File: config.mk
export PLATFORM = sky130hd
export DESIGN_NAME = udp_tx_framer
export DESIGN_NICKNAME = d
export VERILOG_FILES = /design/src/rtl/udp_tx_framer.sv
export SDC_FILE = /design/constraint.sdc
export NUM_CORES = 1
export LEC_CHECK = 0
export ABC_AREA = 1
export CAP_MARGIN = 20
export CORE_MARGIN = 10
export CORE_UTILIZATION = 59
export CTS_CLUSTER_SIZE = 28
export DETAILED_ROUTE_END_ITERATION = 10
export PLACE_DENSITY = 0.91
export SETUP_SLACK_MARGIN = 0.15
export SYNTH_ARGS = -nofsm -noshare
export SYNTH_HDL_FRONTEND = slang
export SYNTH_SLANG_ARGS = --single-unit
File: constraint.sdc
create_clock -name clk -period 14.1 [get_ports clk]
set_input_delay 3.525 -clock clk [delete_from_list [all_inputs] [get_ports clk]]
set_output_delay 3.525 -clock clk [all_outputs]
set_load 0.01 [all_outputs]
File: src/rtl/udp_tx_framer.sv
// Ethernet II / IPv4 / UDP transmit framer: wraps a streamed payload with preamble, headers,
// zero padding, FCS and inter-frame gap, and emits one byte per transfer to the RMII serializer.
module udp_tx_framer #(
  parameter logic [47:0] FPGA_MAC    = 48'h00_1A_2B_3C_4D_5E,
  parameter logic [31:0] FPGA_IP     = 32'hC0_00_02_92,
  parameter logic [15:0] FPGA_PORT   = 16'd5005,
  parameter int          MAX_PAYLOAD = 1472,
  parameter int          IFG_CYCLES  = 48
) (
  input  logic        clk,
  input  logic        reset,
  input  logic        start,
  input  logic [47:0] dest_mac,
  input  logic [31:0] dest_ip,
  input  logic [15:0] dest_port,
  input  logic [15:0] payload_len,
  output logic        start_err,
  output logic        busy,
  input  logic [7:0]  payload,
  input  logic        payload_valid,
  output logic        payload_ready,
  output logic [7:0]  tx_byte,
  output logic        tx_valid,
  input  logic        tx_ready,
  output logic        tx_last,
  output logic        frame_done
);

  // Handshake: a byte moves on any cycle where valid & ready are both high. Once tx_valid is
  // raised outside PAYLOAD, tx_byte holds until tx_ready; in PAYLOAD the upstream valid is passed
  // straight through, so payload_ready is only ever high together with tx_ready.

  localparam logic [15:0] MAX_LEN  = 16'(MAX_PAYLOAD);
  localparam logic [15:0] IFG_LAST = 16'(IFG_CYCLES - 1);

  typedef enum logic [3:0] {
    S_IDLE, S_CSUM, S_PREAMBLE, S_ETH_HDR, S_IP_HDR,
    S_UDP_HDR, S_PAYLOAD, S_PAD, S_FCS, S_IFG
  } state_t;

  state_t      state, state_nxt;
  logic [15:0] cnt, cnt_nxt;
  logic [47:0] mac_q;
  logic [31:0] ip_q;
  logic [15:0] port_q;
  logic [15:0] len_q;
  logic [15:0] id_q;
  logic [15:0] csum_q;
  logic [31:0] crc_q;
  logic        crc_en;
  logic        id_inc;

  logic [15:0] total_len, udp_len, pad_len;
  logic [31:0] csum_sum, csum_fold1;
  logic [15:0] csum_fold2, csum_calc;

  logic [13:0][7:0] eth_b;
  logic [19:0][7:0] ip_b;
  logic [7:0][7:0]  udp_b;
  logic [3:0][7:0]  fcs_b;

  function automatic logic [31:0] crc32_byte(input logic [31:0] c, input logic [7:0] d);
    logic [31:0] r;
    r = c ^ {24'h0, d};
    for (int i = 0; i < 8; i++) begin
      r = r[0] ? ((r >> 1) ^ 32'hEDB88320) : (r >> 1);
    end
    return r;
  endfunction

  assign total_len = len_q + 16'd28;
  assign udp_len   = len_q + 16'd8;
  assign pad_len   = (len_q < 16'd18) ? (16'd18 - len_q) : 16'd0;

  // Header images, first byte on the wire in the most significant position.
  assign eth_b = {mac_q, FPGA_MAC, 16'h0800};
  assign ip_b  = {16'h4500, total_len, id_q, 16'h4000, 16'h4011, csum_q, FPGA_IP, ip_q};
  assign udp_b = {FPGA_PORT, port_q, udp_len, 16'h0000};
  assign fcs_b = ~crc_q;

  always_comb begin
    csum_sum = 32'h4500 + {16'h0, total_len} + {16'h0, id_q} + 32'h4000 + 32'h4011
             + {16'h0, FPGA_IP[31:16]} + {16'h0, FPGA_IP[15:0]}
             + {16'h0, ip_q[31:16]} + {16'h0, ip_q[15:0]};
    csum_fold1 = {16'h0, csum_sum[15:0]} + {16'h0, csum_sum[31:16]};
    csum_fold2 = csum_fold1[15:0] + csum_fold1[31:16];
    csum_calc  = ~csum_fold2;
  end

  assign busy = (state != S_IDLE);

  always_comb begin
    state_nxt     = state;
    cnt_nxt       = cnt;
    tx_byte       = 8'h00;
    tx_valid      = 1'b0;
    tx_last       = 1'b0;
    payload_ready = 1'b0;
    frame_done    = 1'b0;
    crc_en        = 1'b0;
    id_inc        = 1'b0;
    case (state)
      S_IDLE: begin
        cnt_nxt = 16'd0;
        if (start && (payload_len <= MAX_LEN)) state_nxt = S_CSUM;
      end
      S_CSUM: begin
        state_nxt = S_PREAMBLE;
        cnt_nxt   = 16'd0;
      end
      S_PREAMBLE: begin
        tx_valid = 1'b1;
        tx_byte  = (cnt == 16'd7) ? 8'hD5 : 8'h55;
        if (tx_ready) begin
          cnt_nxt = cnt + 16'd1;
          if (cnt == 16'd7) begin
            state_nxt = S_ETH_HDR;
            cnt_nxt   = 16'd0;
          end
        end
      end
      S_ETH_HDR: begin
        tx_valid = 1'b1;
        tx_byte  = eth_b[4'd13 - cnt[3:0]];
        crc_en   = tx_ready;
        if (tx_ready) begin
          cnt_nxt = cnt + 16'd1;
          if (cnt == 16'd13) begin
            state_nxt = S_IP_HDR;
            cnt_nxt   = 16'd0;
          end
        end
      end
      S_IP_HDR: begin
        tx_valid = 1'b1;
        tx_byte  = ip_b[5'd19 - cnt[4:0]];
        crc_en   = tx_ready;
        if (tx_ready) begin
          cnt_nxt = cnt + 16'd1;
          if (cnt == 16'd19) begin
            state_nxt = S_UDP_HDR;
            cnt_nxt   = 16'd0;
          end
        end
      end
      S_UDP_HDR: begin
        tx_valid = 1'b1;
        tx_byte  = udp_b[3'd7 - cnt[2:0]];
        crc_en   = tx_ready;
        if (tx_ready) begin
          cnt_nxt = cnt + 16'd1;
          if (cnt == 16'd7) begin
            state_nxt = (len_q == 16'd0) ? S_PAD : S_PAYLOAD;
            cnt_nxt   = 16'd0;
          end
        end
      end
      S_PAYLOAD: begin
        tx_valid      = payload_valid;
        tx_byte       = payload;
        payload_ready = payload_valid & tx_ready;
        crc_en        = payload_valid & tx_ready;
        if (payload_valid && tx_ready) begin
          cnt_nxt = cnt + 16'd1;
          if (cnt == len_q - 16'd1) begin
            state_nxt = (pad_len == 16'd0) ? S_FCS : S_PAD;
            cnt_nxt   = 16'd0;
          end
        end
      end
      S_PAD: begin
        tx_valid = 1'b1;
        crc_en   = tx_ready;
        if (tx_ready) begin
          cnt_nxt = cnt + 16'd1;
          if (cnt == pad_len - 16'd1) begin
            state_nxt = S_FCS;
            cnt_nxt   = 16'd0;
          end
        end
      end
      S_FCS: begin
        tx_valid = 1'b1;
        tx_byte  = fcs_b[cnt[1:0]];
        tx_last  = (cnt == 16'd3);
        if (tx_ready) begin
          cnt_nxt = cnt + 16'd1;
          if (cnt == 16'd3) begin
            state_nxt = S_IFG;
            cnt_nxt   = 16'd0;
            id_inc    = 1'b1;
          end
        end
      end
      S_IFG: begin
        cnt_nxt = cnt + 16'd1;
        if (cnt == IFG_LAST) begin
          state_nxt  = S_IDLE;
          cnt_nxt    = 16'd0;
          frame_done = 1'b1;
        end
      end
      default: begin
        state_nxt = S_IDLE;
        cnt_nxt   = 16'd0;
      end
    endcase
  end

  always_ff @(posedge clk or posedge reset) begin
    if (reset) begin
      state     <= S_IDLE;
      cnt       <= 16'd0;
      start_err <= 1'b0;
      mac_q     <= 48'h0;
      ip_q      <= 32'h0;
      port_q    <= 16'h0;
      len_q     <= 16'h0;
      id_q      <= 16'h0;
      csum_q    <= 16'h0;
      crc_q     <= 32'hFFFF_FFFF;
    end else begin
      state     <= state_nxt;
      cnt       <= cnt_nxt;
      start_err <= (state == S_IDLE) && start && (payload_len > MAX_LEN);
      if (state == S_IDLE && start && (payload_len <= MAX_LEN)) begin
        mac_q  <= dest_mac;
        ip_q   <= dest_ip;
        port_q <= dest_port;
        len_q  <= payload_len;
      end
      // Checksum uses the id of the frame about to go out; CRC restarts for every frame.
      if (state == S_CSUM) begin
        csum_q <= csum_calc;
        crc_q  <= 32'hFFFF_FFFF;
      end else if (crc_en) begin
        crc_q <= crc32_byte(crc_q, tx_byte);
      end
      if (id_inc) id_q <= id_q + 16'd1;
    end
  end

endmodule
==> flow_metrics.env, run 1 <==
export IMPL_async_flop_share_pct=100.0
export IMPL_maxCapViolCount=0
export IMPL_slew_headroom_pct=21.76
export IMPL_skew_ns=0.01723
export IMPL_synth_distinct_cells=56
export IMPL_clock_path_buffers=2
export IMPL_drt_iter0_drc=2260
export IMPL_syn_area_sq_um=16670
export IMPL_reg2regPathDepth=50
export IMPL_rrSetupSlack_ns=5.75
export IMPL_drive_gt1_share_pct=7.187
export IMPL_yosys_area_top_type="dfrtp_1"
export IMPL_clock_latency_ns=0.46
export IMPL_synth_edff_count=0
export IMPL_r2r_start="len_q[4]$_DFFE_PP0P_"
export IMPL_endpoint_kind="primary output"
export IMPL_dpl_cell_area_sq_um=18110
export IMPL_postCtsSetupRepairBufs=0
export IMPL_critPathSlowestCell="clkdlybuf4s50_1"
export IMPL_ant_nets=0
export IMPL_ioPinCount=139
export IMPL_cts_resized=0
export IMPL_yosys_most_used_dff="dfrtp_1"
export IMPL_fin_nets=2798
export IMPL_setup_viol=0
export IMPL_yosys_register_bits=197
export IMPL_hold_class="flop to flop"
export IMPL_synth_cells=2493
export IMPL_htreeDepth=4
export IMPL_yosysTopAreaCellShare_pct=24.77
export IMPL_rsz0062_at_grt="false"
export IMPL_crit_arrival_ns=5.11
export IMPL_critical_path_buf_inv_count=2
export IMPL_overflow=0
export IMPL_cp_depth=6
export IMPL_place_inst=2934
export IMPL_required_ns=10.57
export IMPL_viasPerCell=5.823
export IMPL_setup_tns_ns=0
export IMPL_max_freq_ghz=0.1159
export IMPL_synth_nets=2715
export IMPL_yosysSeqAreaShare_pct=29.82
export IMPL_stdcell_count=2966
export IMPL_io_buffers=138
export IMPL_final_core_util_pct=67.11
export IMPL_clk_pin_slew_ns=0.08
export IMPL_status="complete, no violations"
export IMPL_grt_max_degree=126
export IMPL_finalInstanceArea_sq_um=18690
export IMPL_nFillCells=2349
export IMPL_dr_pass1_iters=8
export IMPL_syn2layout_area_growth_pct=12.15
export IMPL_cts_tree="yes"
export IMPL_worstReg2RegEnd="csum_q[14]$_DFFE_PP0P_"
export IMPL_cts_sinks=197
export IMPL_die_height_microns=188.1
export IMPL_final_max_slew_viol_count=0
export IMPL_crit_path_end="tx_byte[7]"
export IMPL_place_hpwl_mm=40.06
export IMPL_vias=17270
export IMPL_finalHoldViolCount=0
export IMPL_route_detailed_drc=0
export IMPL_clock_tree_root_cell="clkbuf_16"
export IMPL_dieArea_sq_um=35370
export IMPL_finalCritPeriodShare_pct=61.21
export IMPL_row_count=61
export IMPL_grt_usage_pct=29.74
export IMPL_cp_slowest_stage_delay_ns=0.58
export IMPL_cts_buffers=17
export IMPL_worstPathCellList="clkdlybuf4s50_1, nand2_1, nand3_1, nor2_1, nand3_1, clkdlybuf4s50_1"
export IMPL_cp_top_family="buffers and inverters"
export IMPL_crit_fanout=2
export IMPL_holdBufCountCts=0
export IMPL_grt_pass1_vias=16480
export IMPL_min_period_ns=8.631
export IMPL_worstSetupStartpointType="input pin"
export IMPL_start_util_pct=59.83
export IMPL_antenna_found_initial=0
export IMPL_startpoint="payload[7]"
export IMPL_grt_first_pass_wirelength_mm=85.46
export IMPL_worstSetupPathType="input pin to primary output"
export IMPL_place_gp_congestion=1.028
export IMPL_core_sq_um=27860
export IMPL_avgRoutedWirePerCell_microns=18.09
export IMPL_synthTopCellsByArea="dfrtp_1 (25%), nand2_1 (19%), inv_1 (7.6%)"
export IMPL_die_w_microns=188.1
export IMPL_routed_wl_mm=53.67
export IMPL_worst_pin_slew_ns=1.169
export IMPL_yosysWarnings=0
export IMPL_diodes=0
export IMPL_avgSynthCellArea_sq_um=6.686
cells in the mapped netlist, types with 4 or more instances:
cell type / count
a21oi_1: 64
a21oi_2: 4
a22oi_1: 7
a31oi_1: 7
and2_1: 4
buf_1: 7
buf_2: 24
buf_4: 15
buf_6: 13
clkbuf_1: 26
dfrtp_1: 165
dfstp_2: 32
fa_1: 32
ha_1: 65
inv_1: 336
inv_2: 12
nand2_1: 844
nand2_2: 35
nand2_4: 5
nand3_1: 243
nand3_2: 6
nand4_1: 44
nor2_1: 147
nor2_2: 18
nor2_4: 11
nor3_1: 24
nor4_1: 6
o211ai_1: 4
o21ai_0: 126
o21ai_1: 23
o22ai_1: 13
or2_2: 5
xnor2_1: 17
xor2_1: 79
cells in the final DEF (no fill, tap or decap), types with 32 or more instances in the layout:
master and n:
clkdlybuf4s50_1 138, nand2_1 844, dfrtp_1 164, fa_1 32
xor2_1 79, dfstp_2 32, o21ai_0 126, nand3_1 242
a21oi_1 64, inv_1 334, nand2_2 35, ha_1 65
nand4_1 44, nor2_1 147
layer usage:
metal,vias up,track usage [%],routed length [microns]
li1,8024,-,-
met1,8027,36.29,20470
met2,1021,48.44,25110
met3,198,6.234,5242
met4,0,15.75,2837
met5,-,0,0
state kept, by name, indices dropped and copies added, names as in the netlist:
signal and count:
len_q 16, port_q 16, state 4, start_err 1, mac_q 48, csum_q 16, id_q 16, crc_q 32
ip_q 32, cnt 16
cells by family (layout without fill, tap and decap cells):
kind of cell / count (synthesis) / count (layout) / synth area share, %
AOI/OAI and AO/OA: 260 / 260 / 8.565
xor gates and xnor gates: 96 / 96 / 5.044
adders and majority gates: 97 / 97 / 8.722
buffers and inverters: 436 / 531 / 10.94
DFF: 197 / 197 / 29.82
and+or+nand+nor: 1407 / 1407 / 36.91
worst min-delay path, cell delays in order (launching register included):
cell	delay, ns
dfstp_2	0.37
nand2_1	0.05
nand2_1	0.05
stage by stage:
stage | hold slack (ns) | setup slack [ns]
2_1_floorplan | 0.4416 | 5.259
3_3_place_gp | 0.4552 | 5.510
4_1_cts | 0.4737 | 5.508
5_1_grt | 0.4882 | 4.986
6_report | 0.4782 | 5.469
3_5_place_dp | 0.4625 | 5.510
worst min-delay path by stage:
stage	slack, ns	start	cells after the start	endpoint
finish	0.48	crc_q[15]$_DFFE_PP1P_	2	crc_q[15]$_DFFE_PP1P_
global route	0.49	crc_q[15]$_DFFE_PP1P_	2	crc_q[15]$_DFFE_PP1P_
CTS	0.47	crc_q[15]$_DFFE_PP1P_	2	crc_q[15]$_DFFE_PP1P_
detailed placement	0.46	crc_q[15]$_DFFE_PP1P_	2	crc_q[15]$_DFFE_PP1P_
global placement	0.46	id_q[15]$_DFFE_PP0P_	1	id_q[15]$_DFFE_PP0P_
floorplan	0.44	id_q[15]$_DFFE_PP0P_	1	id_q[15]$_DFFE_PP0P_
cell type report:
cell class,instances,area (sq um),share of cell area [%]
flip-flops and latches,197,4971,26.59
clock inverters,13,136.4,0.7295
multi-input cells,1860,9879,52.85
repair buffers,150,1479,7.911
well taps,378,473.0,2.530
clock buffers,18,429.2,2.296
inverters,350,1326,7.095
Power of run 1 is not shown: default switching activity piles up to over one toggle a cycle in this logic, so the estimate is an artifact.
==> run 2, diff against run 1 <==
Clock period 14.1 ns to 8.63 ns, I/O delays scaled along.
==> flow_metrics.env, run 2 (synthesis results as in run 1) <==
export IMPL_cp_depth=50
export IMPL_crit_path_end="csum_q[14]$_DFFE_PP0P_"
export IMPL_endpoint_kind="flop"
export IMPL_slew_headroom_pct=29.65
export IMPL_ioPinCount=139
export IMPL_path_common_cell="nand2_1"
export IMPL_place_hpwl_mm=40.13
export IMPL_crit_fanout=9
export IMPL_critical_path_buf_inv_count=5
export IMPL_worst_pin_slew_ns=1.050
export IMPL_finalInstanceArea_sq_um=18910
export IMPL_drt_iter0_drc=1619
export IMPL_grt_max_degree=122
export IMPL_status="complete, no violations"
export IMPL_crit_arrival_ns=8.16
export IMPL_vias=17150
export IMPL_setup_viol=0
export IMPL_worstSetupPathType="flop to flop"
export IMPL_dieArea_sq_um=35370
export IMPL_row_count=61
export IMPL_stdcell_count=2975
export IMPL_largest_reg_flops=48
export IMPL_clock_tree_root_cell="clkbuf_16"
export IMPL_critPathSlowestCell="fa_1"
export IMPL_cts_buffers=17
export IMPL_routed_wl_mm=54.14
export IMPL_start_util_pct=59.83
export IMPL_skew_ns=0.01722
export IMPL_required_ns=9.01
export IMPL_viasPerCell=5.765
export IMPL_max_freq_ghz=0.1286
export IMPL_place_gp_congestion=0.9917
export IMPL_r2r_start="len_q[3]$_DFFE_PP0P_"
export IMPL_finalHoldViolCount=0
export IMPL_cp_top_family="simple AND/OR/NAND/NOR gates"
export IMPL_top_regs="mac_q (48), crc_q (32), ip_q (32)"
export IMPL_grt_usage_pct=30.00
export IMPL_hold_class="flop to flop"
export IMPL_cts_tree="yes"
export IMPL_whs_path_depth=2
export IMPL_grt_first_pass_wirelength_mm=85.78
export IMPL_worstReg2RegEnd="csum_q[14]$_DFFE_PP0P_"
export IMPL_clk_pin_slew_ns=0.10
export IMPL_die_w_microns=188.1
export IMPL_final_cell_mix="nand2_1 (843), inv_1 (332), nand3_1 (242), dfrtp_1 (157), nor2_1 (146)"
export IMPL_clock_path_buffers=2
export IMPL_regArea_sq_um=4980
export IMPL_worstSetupStartpointType="flop"
export IMPL_min_period_ns=7.779
export IMPL_die_height_microns=188.1
export IMPL_overflow=0
export IMPL_core_sq_um=27860
export IMPL_syn2layout_area_growth_pct=13.45
export IMPL_route_detailed_drc=0
export IMPL_setup_tns_ns=0
export IMPL_maxCapViolCount=0
export IMPL_place_inst=2933
export IMPL_final_max_slew_viol_count=0
export IMPL_hold_slack_ns=0.4813
export IMPL_multi_input_comb_area_sq_um=9922
export IMPL_drive_gt1_share_pct=8.202
export IMPL_layout_commonest_cell="nand2_1"
export IMPL_startpoint="len_q[3]$_DFFE_PP0P_"
export IMPL_reg2regPathDepth=50
export IMPL_antenna_found_initial=0
export IMPL_dpl_cell_area_sq_um=18120
export IMPL_dr_pass1_iters=9
export IMPL_cts_sinks=197
export IMPL_diodes=0
export IMPL_htreeDepth=4
export IMPL_cp_slowest_stage_delay_ns=0.55
export IMPL_finalCritPeriodShare_pct=90.14
export IMPL_ant_nets=0
export IMPL_rsz0062_at_grt="false"
export IMPL_rrSetupSlack_ns=0.85
export IMPL_grt_pass1_vias=16450
export IMPL_io_buffers=138
export IMPL_clock_latency_ns=0.48
export IMPL_holdBufCountCts=0
export IMPL_avgRoutedWirePerCell_microns=18.20
export IMPL_nFillCells=2366
export IMPL_fin_nets=2806
export IMPL_regMostFlops="mac_q"
-- run 2: repair_timing --
| action | in CTS | in global routing |
|---|---|---|
| endpoints found under the setup margin | 0 | 6 |
| buffers inserted | 0 | 9 |
| resized for setup | 0 | 20 |
| hold endpoints to repair | 0 | 0 |
-- run 2: area by class of cell --
cell class | instances | share of cell area, %
inverter | 350 | 7.013
tap | 378 | 2.501
sequential | 197 | 26.33
clock buffer | 17 | 2.250
multi-input combinational | 1860 | 52.47
timing repair buffer | 158 | 8.204
clock inverter | 15 | 1.231
-- run 2: worst min-delay path by stage --
stage | from | to
after floorplan | id_q[15]$_DFFE_PP0P_ | id_q[15]$_DFFE_PP0P_
after global placement | crc_q[15]$_DFFE_PP1P_ | crc_q[15]$_DFFE_PP1P_
after detailed placement | mac_q[31]$_DFFE_PP0P_ | mac_q[31]$_DFFE_PP0P_
after CTS | mac_q[31]$_DFFE_PP0P_ | mac_q[31]$_DFFE_PP0P_
after global routing | mac_q[31]$_DFFE_PP0P_ | mac_q[31]$_DFFE_PP0P_
final | mac_q[31]$_DFFE_PP0P_ | mac_q[31]$_DFFE_PP0P_
-- run 2: per-stage QoR --
stage	setup WS (ns)	utilization (%)
floorplan	1.157	-
global placement	0.9766	65.04
detailed placement	0.6938	65.04
CTS	0.5799	67.40
global route	0.1560	67.88
finish	0.8512	67.88
-- run 2: per-layer routing --
metal  GRT usage (%)  routed length [microns]  vias to the layer above
li1                -                        -                     8040
met1           37.65                    21640                     7989
met2           47.96                    25070                      913
met3           5.121                     4565                      208
met4           17.05                     2855                        0
met5               0                        0                        -
-- run 2: worst reg2reg max path: cells and delay by family, from the launching register on --
family	cells	cell delay, ns
adders and majority gates	7	2.11
buffers and inverters	5	0.42
and+or+nand+nor	35	4.31
DFF	1	0.45
AOI/OAI and AO/OA	3	0.40
Power of run 2 is left out for the same reason.
